$ cat src/rtl/input_debouncer_if.sv
// Switch-debouncer signal bundle: raw switch levels in, debounced levels and change pulses out.
interface input_debouncer_if;
    logic SW_A;
    logic SW_B;
    logic A;
    logic B;
    logic A_EDGE;
    logic B_EDGE;

    // Driver of the raw switch levels, consumer of the debounced outputs
    modport master (
        output SW_A,
        output SW_B,
        input  A,
        input  B,
        input  A_EDGE,
        input  B_EDGE
    );

    // The debouncer itself
    modport slave (
        input  SW_A,
        input  SW_B,
        output A,
        output B,
        output A_EDGE,
        output B_EDGE
    );
endinterface

$ cat src/rtl/input_debouncer.sv
// Two independent switch debouncers: 2-flop synchroniser, then a level is accepted
// only after it differs from the current stable level for CNT_MAX consecutive edges.
module input_debouncer #(
    parameter int unsigned CNT_MAX = 50000
) (
    input  logic               CLK,
    input  logic               RST_N,
    input_debouncer_if.slave   bus
);

    localparam int unsigned N_CH  = 2;
    localparam int unsigned CNT_W = $clog2(CNT_MAX);
    localparam logic [CNT_W-1:0] CNT_LAST = CNT_W'(CNT_MAX - 1);

    typedef enum logic {
        IDLE  = 1'b0,
        CHECK = 1'b1
    } state_e;

    logic [N_CH-1:0] raw_c;
    logic [N_CH-1:0] level;
    logic [N_CH-1:0] pulse;

    assign raw_c = {bus.SW_B, bus.SW_A};

    for (genvar ch = 0; ch < N_CH; ch++) begin : g_ch
        logic             s1_q,     s1_d;
        logic             s2_q,     s2_d;
        logic             stable_q, stable_d;
        logic             edge_q,   edge_d;
        logic [CNT_W-1:0] cnt_q,    cnt_d;
        state_e           state_c;

        // Next-state: IDLE while synchronised input matches the stable level, CHECK counts otherwise
        always_comb begin
            s1_d     = raw_c[ch];
            s2_d     = s1_q;
            stable_d = stable_q;
            edge_d   = 1'b0;
            cnt_d    = '0;
            state_c  = (s2_q == stable_q) ? IDLE : CHECK;
            case (state_c)
                IDLE: begin
                    cnt_d = '0;
                end
                CHECK: begin
                    if (cnt_q == CNT_LAST) begin
                        stable_d = ~stable_q;
                        edge_d   = 1'b1;
                        cnt_d    = '0;
                    end else begin
                        cnt_d = cnt_q + CNT_W'(1);
                    end
                end
                default: begin
                    cnt_d = '0;
                end
            endcase
        end

        // Channel state registers; reset clears everything so outputs drop without a clock
        always_ff @(posedge CLK or negedge RST_N) begin
            if (!RST_N) begin
                s1_q     <= 1'b0;
                s2_q     <= 1'b0;
                stable_q <= 1'b0;
                edge_q   <= 1'b0;
                cnt_q    <= '0;
            end else begin
                s1_q     <= s1_d;
                s2_q     <= s2_d;
                stable_q <= stable_d;
                edge_q   <= edge_d;
                cnt_q    <= cnt_d;
            end
        end

        assign level[ch] = stable_q;
        assign pulse[ch] = edge_q;
    end

    assign bus.A      = level[0];
    assign bus.B      = level[1];
    assign bus.A_EDGE = pulse[0];
    assign bus.B_EDGE = pulse[1];

endmodule

$ cat src/flat_wrapper.sv
// flat-port wrapper written by rule: the top's interface ports become plain ports
module input_debouncer_flat 
#(
    parameter int unsigned CNT_MAX = 50000
)
  (CLK, RST_N, bus_SW_A, bus_SW_B, bus_A, bus_B, bus_A_EDGE, bus_B_EDGE);
  input_debouncer_if bus_i ();
  input  logic CLK;
  input  logic RST_N;
  input wire logic [$bits(bus_i.SW_A)-1:0] bus_SW_A;
  input wire logic [$bits(bus_i.SW_B)-1:0] bus_SW_B;
  output wire logic [$bits(bus_i.A)-1:0] bus_A;
  output wire logic [$bits(bus_i.B)-1:0] bus_B;
  output wire logic [$bits(bus_i.A_EDGE)-1:0] bus_A_EDGE;
  output wire logic [$bits(bus_i.B_EDGE)-1:0] bus_B_EDGE;
  assign bus_i.SW_A = bus_SW_A;
  assign bus_i.SW_B = bus_SW_B;
  assign bus_A = bus_i.A;
  assign bus_B = bus_i.B;
  assign bus_A_EDGE = bus_i.A_EDGE;
  assign bus_B_EDGE = bus_i.B_EDGE;
  input_debouncer #(.CNT_MAX(CNT_MAX)) u_core (.CLK(CLK), .RST_N(RST_N), .bus(bus_i));
endmodule
$ cat config.mk
export PLATFORM = sky130hd
export DESIGN_NAME = input_debouncer_flat
export DESIGN_NICKNAME = d
export VERILOG_FILES = /design/src/rtl/input_debouncer_if.sv /design/src/rtl/input_debouncer.sv /design/src/flat_wrapper.sv
export SDC_FILE = /design/constraint.sdc
export NUM_CORES = 1
export LEC_CHECK = 0
export CAP_MARGIN = 10
export CORE_AREA = 2 2 97 52
export DETAILED_ROUTE_END_ITERATION = 10
export DIE_AREA = 0 0 99 54
export GPL_ROUTABILITY_DRIVEN = 0
export GPL_TIMING_DRIVEN = 0
export PLACE_DENSITY = 0.71
export SETUP_SLACK_MARGIN = 0.3
export SKIP_CTS_REPAIR_TIMING = 1
export SYNTH_ARGS = -nofsm -noshare
export SYNTH_HDL_FRONTEND = slang
export SYNTH_SLANG_ARGS = --single-unit
$ cat constraint.sdc
create_clock -name CLK -period 1.35 [get_ports CLK]
set_input_delay 0.27 -clock CLK [delete_from_list [all_inputs] [get_ports CLK]]
set_output_delay 0.27 -clock CLK [all_outputs]
set_load 0.1 [all_outputs]
==> After elaboration in Yosys (flattened, before gate mapping) <==
Index checks and enable logic that the tools add are counted.
{ "totals": {"ff_bits": 40, "in_bits": 4, "output_inout_bits": 4} }
{ "op_classes": {"n_addsub": 2, "n_eq_ne": 4, "muxes": 10, "bitwise": 4, "n_reduce_logical": 2} }
{ "ops": {"columns": ["op", "n"], "rows": [
  ["$pmux 16 s2", 2],
  ["$add 16x1->16 const B", 2],
  ["$eq 16x16->1 const B", 2],
  ["$mux 16", 2],
  ["$mux 1", 6],
  ["$not 1->1", 4],
  ["$reduce_and 2->1", 2],
  ["$eq 1x1->1", 2]
]} }

==> Depth between registers and ports, before layout <==
Gate-level depths: netlist of run 1.
{ "logic_depth": {"word_depth": 3, "depth_mapped": 6, "ltp_nobuf": 5} }

==> Worst setup path after synthesis of run 1 <==
No wires, ideal clock.
{ "synth_timing": {"kind": "register to register", "from": "reg u_core.g_ch[0].stable_q (netlist: u_core.bus.A)", "to": "reg u_core.g_ch[0].cnt_q[12]", "setup_time_ps": 71, "t_arrival_ps": 1565, "setup_slack_ps": -287, "path_stages_with_launch": 5, "n_path_buf": 1, "path_cell_list": "dfrtp_1 -> xor2_1 -> nand2_1 -> buf_6 -> nor2_1"} }
{ "synth_via": {"elab_chain_len": 3} }
{ "synth_lines": {"columns": ["item", "line_no", "source"], "rows": [
  ["from (decl)", "input_debouncer.sv:29", "logic stable_q, stable_d;"],
  ["from (signal assigned)", "input_debouncer.sv:72", "stable_q <= stable_d;"],
  ["$eq 1x1->1 (*)", "input_debouncer.sv:41", "state_c = (s2_q == stable_q) ? IDLE : CHECK;"],
  ["$mux 1", "input_debouncer.sv:41", null],
  ["$pmux 16 s2 (*)", "input_debouncer.sv:42", "case (state_c)"],
  ["named net u_core.g_ch[0].cnt_d[12]", "input_debouncer.sv:31", "logic [CNT_W-1:0] cnt_q, cnt_d;"],
  ["to (signal assigned)", "input_debouncer.sv:74", "cnt_q <= cnt_d;"],
  ["to (decl)", "input_debouncer.sv:31", null]
]} }
Mark *: on every way through the listed nets, which the timed path passes. The rest lies on a longest branch.
A chain may end at the register's enable or synchronous reset.

==> Worst setup path in the final report of run 1 <==
{ "layout_timing": {"from": "reg u_core.g_ch[0].cnt_q[0]", "to": "reg u_core.g_ch[0].cnt_q[10]"} }
{ "layout_via": {"elab_chain_len": 3} }
{ "layout_lines": {"columns": ["item", "line_no", "source"], "rows": [
  ["$add 16x1->16 or $eq 16x16->1 (tied branches)", "input_debouncer.sv:52, input_debouncer.sv:47", null],
  ["$mux 16 (*)", "input_debouncer.sv:47", "if (cnt_q == CNT_LAST) begin"],
  ["$pmux 16 s2 (*)", "input_debouncer.sv:42", null],
  ["named net u_core.g_ch[0].cnt_d[10]", "input_debouncer.sv:31", null]
]} }
Marks and branches as above.

==> impl_metrics.env, run 1 <==
export IMPL_tightest_slew_ns=0.885
export IMPL_syn_nets=177
export IMPL_synth_seq_area_share_pct=54.2
export IMPL_slew_headroom_pct=41.0
export IMPL_initial_utilization_pct=40.0
export IMPL_clock_fmax_mhz=624
export IMPL_setup_violations_final=34
export IMPL_grt_pass1_wl_mm=5.95
export IMPL_outcome="finished, violations left"
export IMPL_grt_met2_usage_pct=19.9
export IMPL_tritoncts="done"
export IMPL_vdd_drop_max_v=0.000448
export IMPL_min_period_ns=1.60
export IMPL_io_pins=8
export IMPL_arrival_ns=1.79
export IMPL_crit_required_ns=1.54
export IMPL_tns_ns=-4.27
export IMPL_dp_cells=238
export IMPL_vias=1385
export IMPL_drtPass1Iterations=4
export IMPL_insertedDiodeCount=0
export IMPL_use_met1_pct=22.2
export IMPL_start_kind="flop"
export IMPL_grt_max_degree=41
export IMPL_timing_final_crit_share_pct=119
export IMPL_layoutNonFillerInstCount=267
export IMPL_synth_ff_type="dfrtp_1"
export IMPL_synthArstFlopShare_pct=100
export IMPL_fin_ws_ns=-0.252
export IMPL_power_density_nw_per_um2=884
export IMPL_syn_avg_cell_area_um2=10.8
export IMPL_port_buffers=7
export IMPL_root_buffer="clkbuf_8"
export IMPL_clock_sink_count=40
export IMPL_slew_viol_final=0
export IMPL_die_h_um=54
export IMPL_cts_buffers=5
export IMPL_wl_mm=4.27
export IMPL_htree_num_levels=2
export IMPL_hp_class="input pin to async pin"
export IMPL_place_area_um2=2030
export IMPL_drtIter0Drc=86
export IMPL_final_cell_mix="dfrtp_1, nor2_2, xnor2_1, buf_4, nor2_1"
export IMPL_grt_pass1_vias=1234
export IMPL_critPathCaptureType="flop"
export IMPL_nNetsFinal=212
export IMPL_die_w_um=99
export IMPL_wl_per_cell_um=16.0
export IMPL_clock_latency_ns=0.30
export IMPL_cts_buffer_depth=2
export IMPL_yosysUniqueCellTypes=23
export IMPL_fin_area_um2=2520
export IMPL_die_area_um2=5350
export IMPL_antenna_found_initial=0
export IMPL_clk_pin_slew_worst_paths_ns=0.08
export IMPL_failed_checks="setup timing"
export IMPL_synth_edf_count=0
export IMPL_finalHoldViolations=0
export IMPL_cp_max_fo=4
export IMPL_grtUsageMet3_pct=4.16
export IMPL_drtAntennaViolNets=0
export IMPL_num_rows=18
export IMPL_netlist_area_um2=1850
export IMPL_overflow=0
export IMPL_path_class="flop to flop"
export IMPL_viasPerCell=5.19
export IMPL_postSynthRegisterBits=40
export IMPL_cap_viol_max_count=0
export IMPL_synth_warnings=0
export IMPL_skew_ns=0.00260
export IMPL_core_um2=4620
export IMPL_area_growth_pct=36.7
export IMPL_grt_setup_unrepaired="true"
export IMPL_dp_hpwl_mm=2.47
export IMPL_grt_busiest_layer="met1"
export IMPL_final_common_cell="dfrtp_1"
export IMPL_power_leakage_nw=0.942
export IMPL_drive_gt1_share_pct=45.4
export IMPL_drc=0
export IMPL_netlist_instances=171
export IMPL_grtUsageTotal_pct=15.3
registers in the layout, indices dropped and copies added (netlist names):
| name | cells |
|---|---|
| u_core.bus.B_EDGE | 1 |
| u_core.bus.A | 1 |
| u_core.g_ch.s2_q | 2 |
| u_core.bus.B | 1 |
| u_core.g_ch.cnt_q | 32 |
| u_core.bus.A_EDGE | 1 |
| u_core.g_ch.s1_q | 2 |
per-stage QoR:
stage / util, % / hold slack [ns] / total power [mW] / setup slack, ns
2_1_floorplan: - / -0.0256 / 1.30 / -0.0237
3_3_place_gp: 44.1 / 0.337 / 1.35 / -1.25
3_5_place_dp: 44.0 / 0.336 / 1.35 / -0.456
4_1_cts: 45.9 / 0.115 / 2.19 / -0.791
5_1_grt: 54.7 / 0.153 / 2.32 / -0.304
6_report: 54.7 / 0.0820 / 2.23 / -0.252
Yosys cell counts (2+ instances only):
cell type / count / share of area, %
and4bb_2: 4 / 2.7
dfrtp_1: 40 / 54
and3_1: 3 / 1.0
ha_1: 2 / 1.4
nor2_2: 2 / 0.68
nor3_1: 5 / 1.4
nor4b_1: 2 / 0.95
nand4_1: 7 / 2.4
xnor2_1: 25 / 12
nor4_1: 10 / 3.4
buf_6: 2 / 1.2
nor2b_1: 2 / 0.68
nor2_1: 34 / 6.9
xor2_1: 5 / 2.4
nand3_1: 9 / 2.4
nand2_1: 7 / 1.4
inv_1: 5 / 1.0
mux2_2: 2 / 1.2
worst max-delay path: stages, from the launching register on:
cell	delay, ns
dfrtp_1	0.39
ha_2	0.22
nand3_1	0.23
nor4_1	0.42
xnor2_1	0.16
nor2_1	0.06
worst paths after layout:
check / startpoint / to / slack (ns) / cells after the start
worst max-delay path: u_core.g_ch[0].cnt_q[0]$_DFF_PN0_ / u_core.g_ch[0].cnt_q[10]$_DFF_PN0_ / -0.25 / 5
worst min-delay path: RST_N / u_core.g_ch[0].cnt_q[4]$_DFF_PN0_ / 0.08 / 1
worst max register to register: u_core.g_ch[0].cnt_q[0]$_DFF_PN0_ / u_core.g_ch[0].cnt_q[10]$_DFF_PN0_ / -0.25 / 5
worst min register to register: u_core.g_ch[1].s1_q$_DFF_PN0_ / u_core.g_ch[1].s2_q$_DFF_PN0_ / 0.35 / 0
max in group asynchronous: RST_N / u_core.bus.A$_DFFE_PN0P_ / 0.62 / 1
min in group CLK: u_core.g_ch[1].s1_q$_DFF_PN0_ / u_core.g_ch[1].s2_q$_DFF_PN0_ / 0.35 / 0
final cells by class:
class | count | area, µm²
clock buffer | 8 | 90.1
sequential | 40 | 1020
multi-input combinational | 123 | 987
tap | 60 | 75.1
inverter | 5 | 18.8
timing repair buffer | 28 | 298
buffer | 3 | 37.5
fill | 376 | 2090
logic make-up (layout without fill, tap and decap cells):
kind of cell               Yosys count  in the layout  share of synthesized area, %
muxes                                2              2                          1.22
adders and majority gates            2              2                          1.36
and+or+nand+nor                     89             89                          26.4
buffers and inverters                8             44                          2.51
DFF                                 40             40                          54.2
xor gates and xnor gates            30             30                          14.2
power by group:
part           internal [mW]  total, mW  switching, mW
Clock                  0.417      0.844          0.427
Combinational         0.0710      0.147         0.0764
Sequential              1.22       1.24         0.0208
Total                   1.71       2.23          0.524
per-layer routing:
metal  wire length [µm]  part of all wire, %
met2               1730                   41
met3                157                  3.7
met5                  0                    0
met1               2280                   53
met4                 97                  2.3
Note: power is estimated with default switching activity, not from simulation.
==> run 2: changes to the inputs <==
Settings changed: HOLD_SLACK_MARGIN from default to 0.15, SLEW_MARGIN from default to 20.
==> run 2 against run 1 <==
  * The run still ends with setup timing left
  * Die area is the same
  * Final cell count up 1.1%
  * Wire length shrank 0.54%
  * Largest cell class unchanged
  * Largest power group unchanged
==> impl_metrics.env, run 2 (synthesized netlist as in run 1, its figures left out) <==
export IMPL_outcome="finished, violations left"
export IMPL_failed_checks="setup timing"
export IMPL_die_h_um=54
export IMPL_wl_per_cell_um=15.7
export IMPL_drc=0
export IMPL_die_area_um2=5350
export IMPL_p_total_mw=2.29
export IMPL_path_class="flop to flop"
export IMPL_grt_setup_unrepaired="true"
export IMPL_drtPass1Iterations=4
export IMPL_fin_area_um2=2540
export IMPL_tightest_slew_ns=0.538
export IMPL_timing_final_crit_share_pct=118
export IMPL_drtAntennaViolNets=0
export IMPL_grt_pass1_wl_mm=5.98
export IMPL_overflow=0
export IMPL_holdWs_ns=0.354
export IMPL_layoutNonFillerInstCount=270
export IMPL_grt_pass1_vias=1217
export IMPL_final_common_cell="dfrtp_1"
export IMPL_port_buffers=7
export IMPL_place_area_um2=2060
export IMPL_die_w_um=99
export IMPL_cap_viol_max_count=0
export IMPL_dp_hpwl_mm=2.50
export IMPL_worstRegToRegCells=5
export IMPL_area_growth_pct=37.8
export IMPL_setup_violations_final=35
export IMPL_top_regs="u_core.g_ch.cnt_q (32), u_core.g_ch.s1_q (2), u_core.g_ch.s2_q (2)"
export IMPL_drive_gt1_share_pct=45.7
export IMPL_root_buffer="clkbuf_8"
export IMPL_final_cell_mix="dfrtp_1, xnor2_1, nor2_2, buf_4, nor2_1"
export IMPL_tritoncts="done"
export IMPL_clk_pin_slew_worst_paths_ns=0.08
export IMPL_power_density_nw_per_um2=899
export IMPL_hp_class="flop to flop"
export IMPL_clock_fmax_mhz=626
export IMPL_critPathCaptureType="flop"
export IMPL_fin_ws_ns=-0.247
export IMPL_cts_buffer_depth=2
export IMPL_finalHoldViolations=0
export IMPL_wl_mm=4.25
export IMPL_vdd_drop_max_v=0.000515
export IMPL_arrival_ns=1.78
export IMPL_min_path_cells=0
export IMPL_cts_buffers=5
export IMPL_crit_required_ns=1.53
export IMPL_insertedDiodeCount=0
export IMPL_slew_viol_final=0
export IMPL_initial_utilization_pct=40.0
export IMPL_largest_register_ffs=32
export IMPL_n_fill_cell=368
export IMPL_skew_ns=0.00996
export IMPL_vias=1379
export IMPL_regArea_um2=1020
export IMPL_regMostFlops="u_core.g_ch.cnt_q"
export IMPL_io_pins=8
export IMPL_clock_sink_count=40
export IMPL_core_um2=4620
export IMPL_cp_max_fo=4
export IMPL_grtUsageTotal_pct=15.2
export IMPL_slew_headroom_pct=64.3
export IMPL_num_rows=18
export IMPL_htree_num_levels=2
export IMPL_multi_input_area_um2=986
export IMPL_nNetsFinal=215
export IMPL_grt_max_degree=25
export IMPL_start_kind="flop"
export IMPL_power_leakage_nw=0.957
export IMPL_drtIter0Drc=48
export IMPL_preCtsSetupSlack_ns=-0.453
export IMPL_dp_cells=239
export IMPL_min_period_ns=1.60
export IMPL_viasPerCell=5.11
export IMPL_clock_latency_ns=0.30
export IMPL_antenna_found_initial=0
[run 2: cell count changes in the layout (fill, tap and decap cells not counted), sizes merged]
cell	previous run	this run
dlygate4sd3	0	1
buf	28	30
[run 2: per-stage QoR]
step / TNS, ns / util [%]
floorplan: -0.282 / -
global placement: -49.08 / 44.1
detailed placement: -9.02 / 44.6
CTS: -10.75 / 46.7
global route: -6.90 / 55.1
finish: -4.60 / 55.1
[run 2: power breakdown]
group          switching [mW]  leakage, nW  internal [mW]  total, mW
Combinational          0.0750        0.375         0.0762      0.151
Sequential             0.0256        0.530           1.22       1.24
Clock                   0.423       0.0515          0.467      0.890
Total                   0.524        0.957           1.76       2.29
[run 2: worst max-delay path: stages (launching register included)]
cell     delay [ns]
dfrtp_2        0.45
ha_4           0.18
and3_4         0.19
nand4_1        0.20
buf_4          0.16
mux2_2         0.32
[run 2: path summary, 6_finish.rpt]
check                                                     end  slack (ns)                              start
min in group asynchronous   u_core.g_ch[1].cnt_q[4]$_DFF_PN0_        0.43                              RST_N
min reg2reg                     u_core.g_ch[1].s2_q$_DFF_PN0_        0.35      u_core.g_ch[1].s1_q$_DFF_PN0_
max                                  u_core.bus.A$_DFFE_PN0P_       -0.25  u_core.g_ch[0].cnt_q[0]$_DFF_PN0_
max reg2reg                          u_core.bus.A$_DFFE_PN0P_       -0.25  u_core.g_ch[0].cnt_q[0]$_DFF_PN0_
max in group asynchronous  u_core.g_ch[0].cnt_q[10]$_DFF_PN0_        0.44                              RST_N
min                             u_core.g_ch[1].s2_q$_DFF_PN0_        0.35      u_core.g_ch[1].s1_q$_DFF_PN0_
[run 2: routing by layer]
layer  global-route usage, %  up-vias  part of all wire (%)
li1                        -      660                     -
met1                    23.1      669                    49
met2                    19.0       42                    42
met3                    4.68        8                   7.0
met4                    7.53        0                   1.8
met5                       0        -                     0
[run 2: final cells by class]
type / count / area share, %
tap: 60 / 2.95
multi-input combinational: 123 / 38.8
inverter: 5 / 0.738
buffer: 3 / 1.33
sequential: 40 / 40.0
clock buffer: 8 / 3.94
timing repair buffer: 31 / 12.3
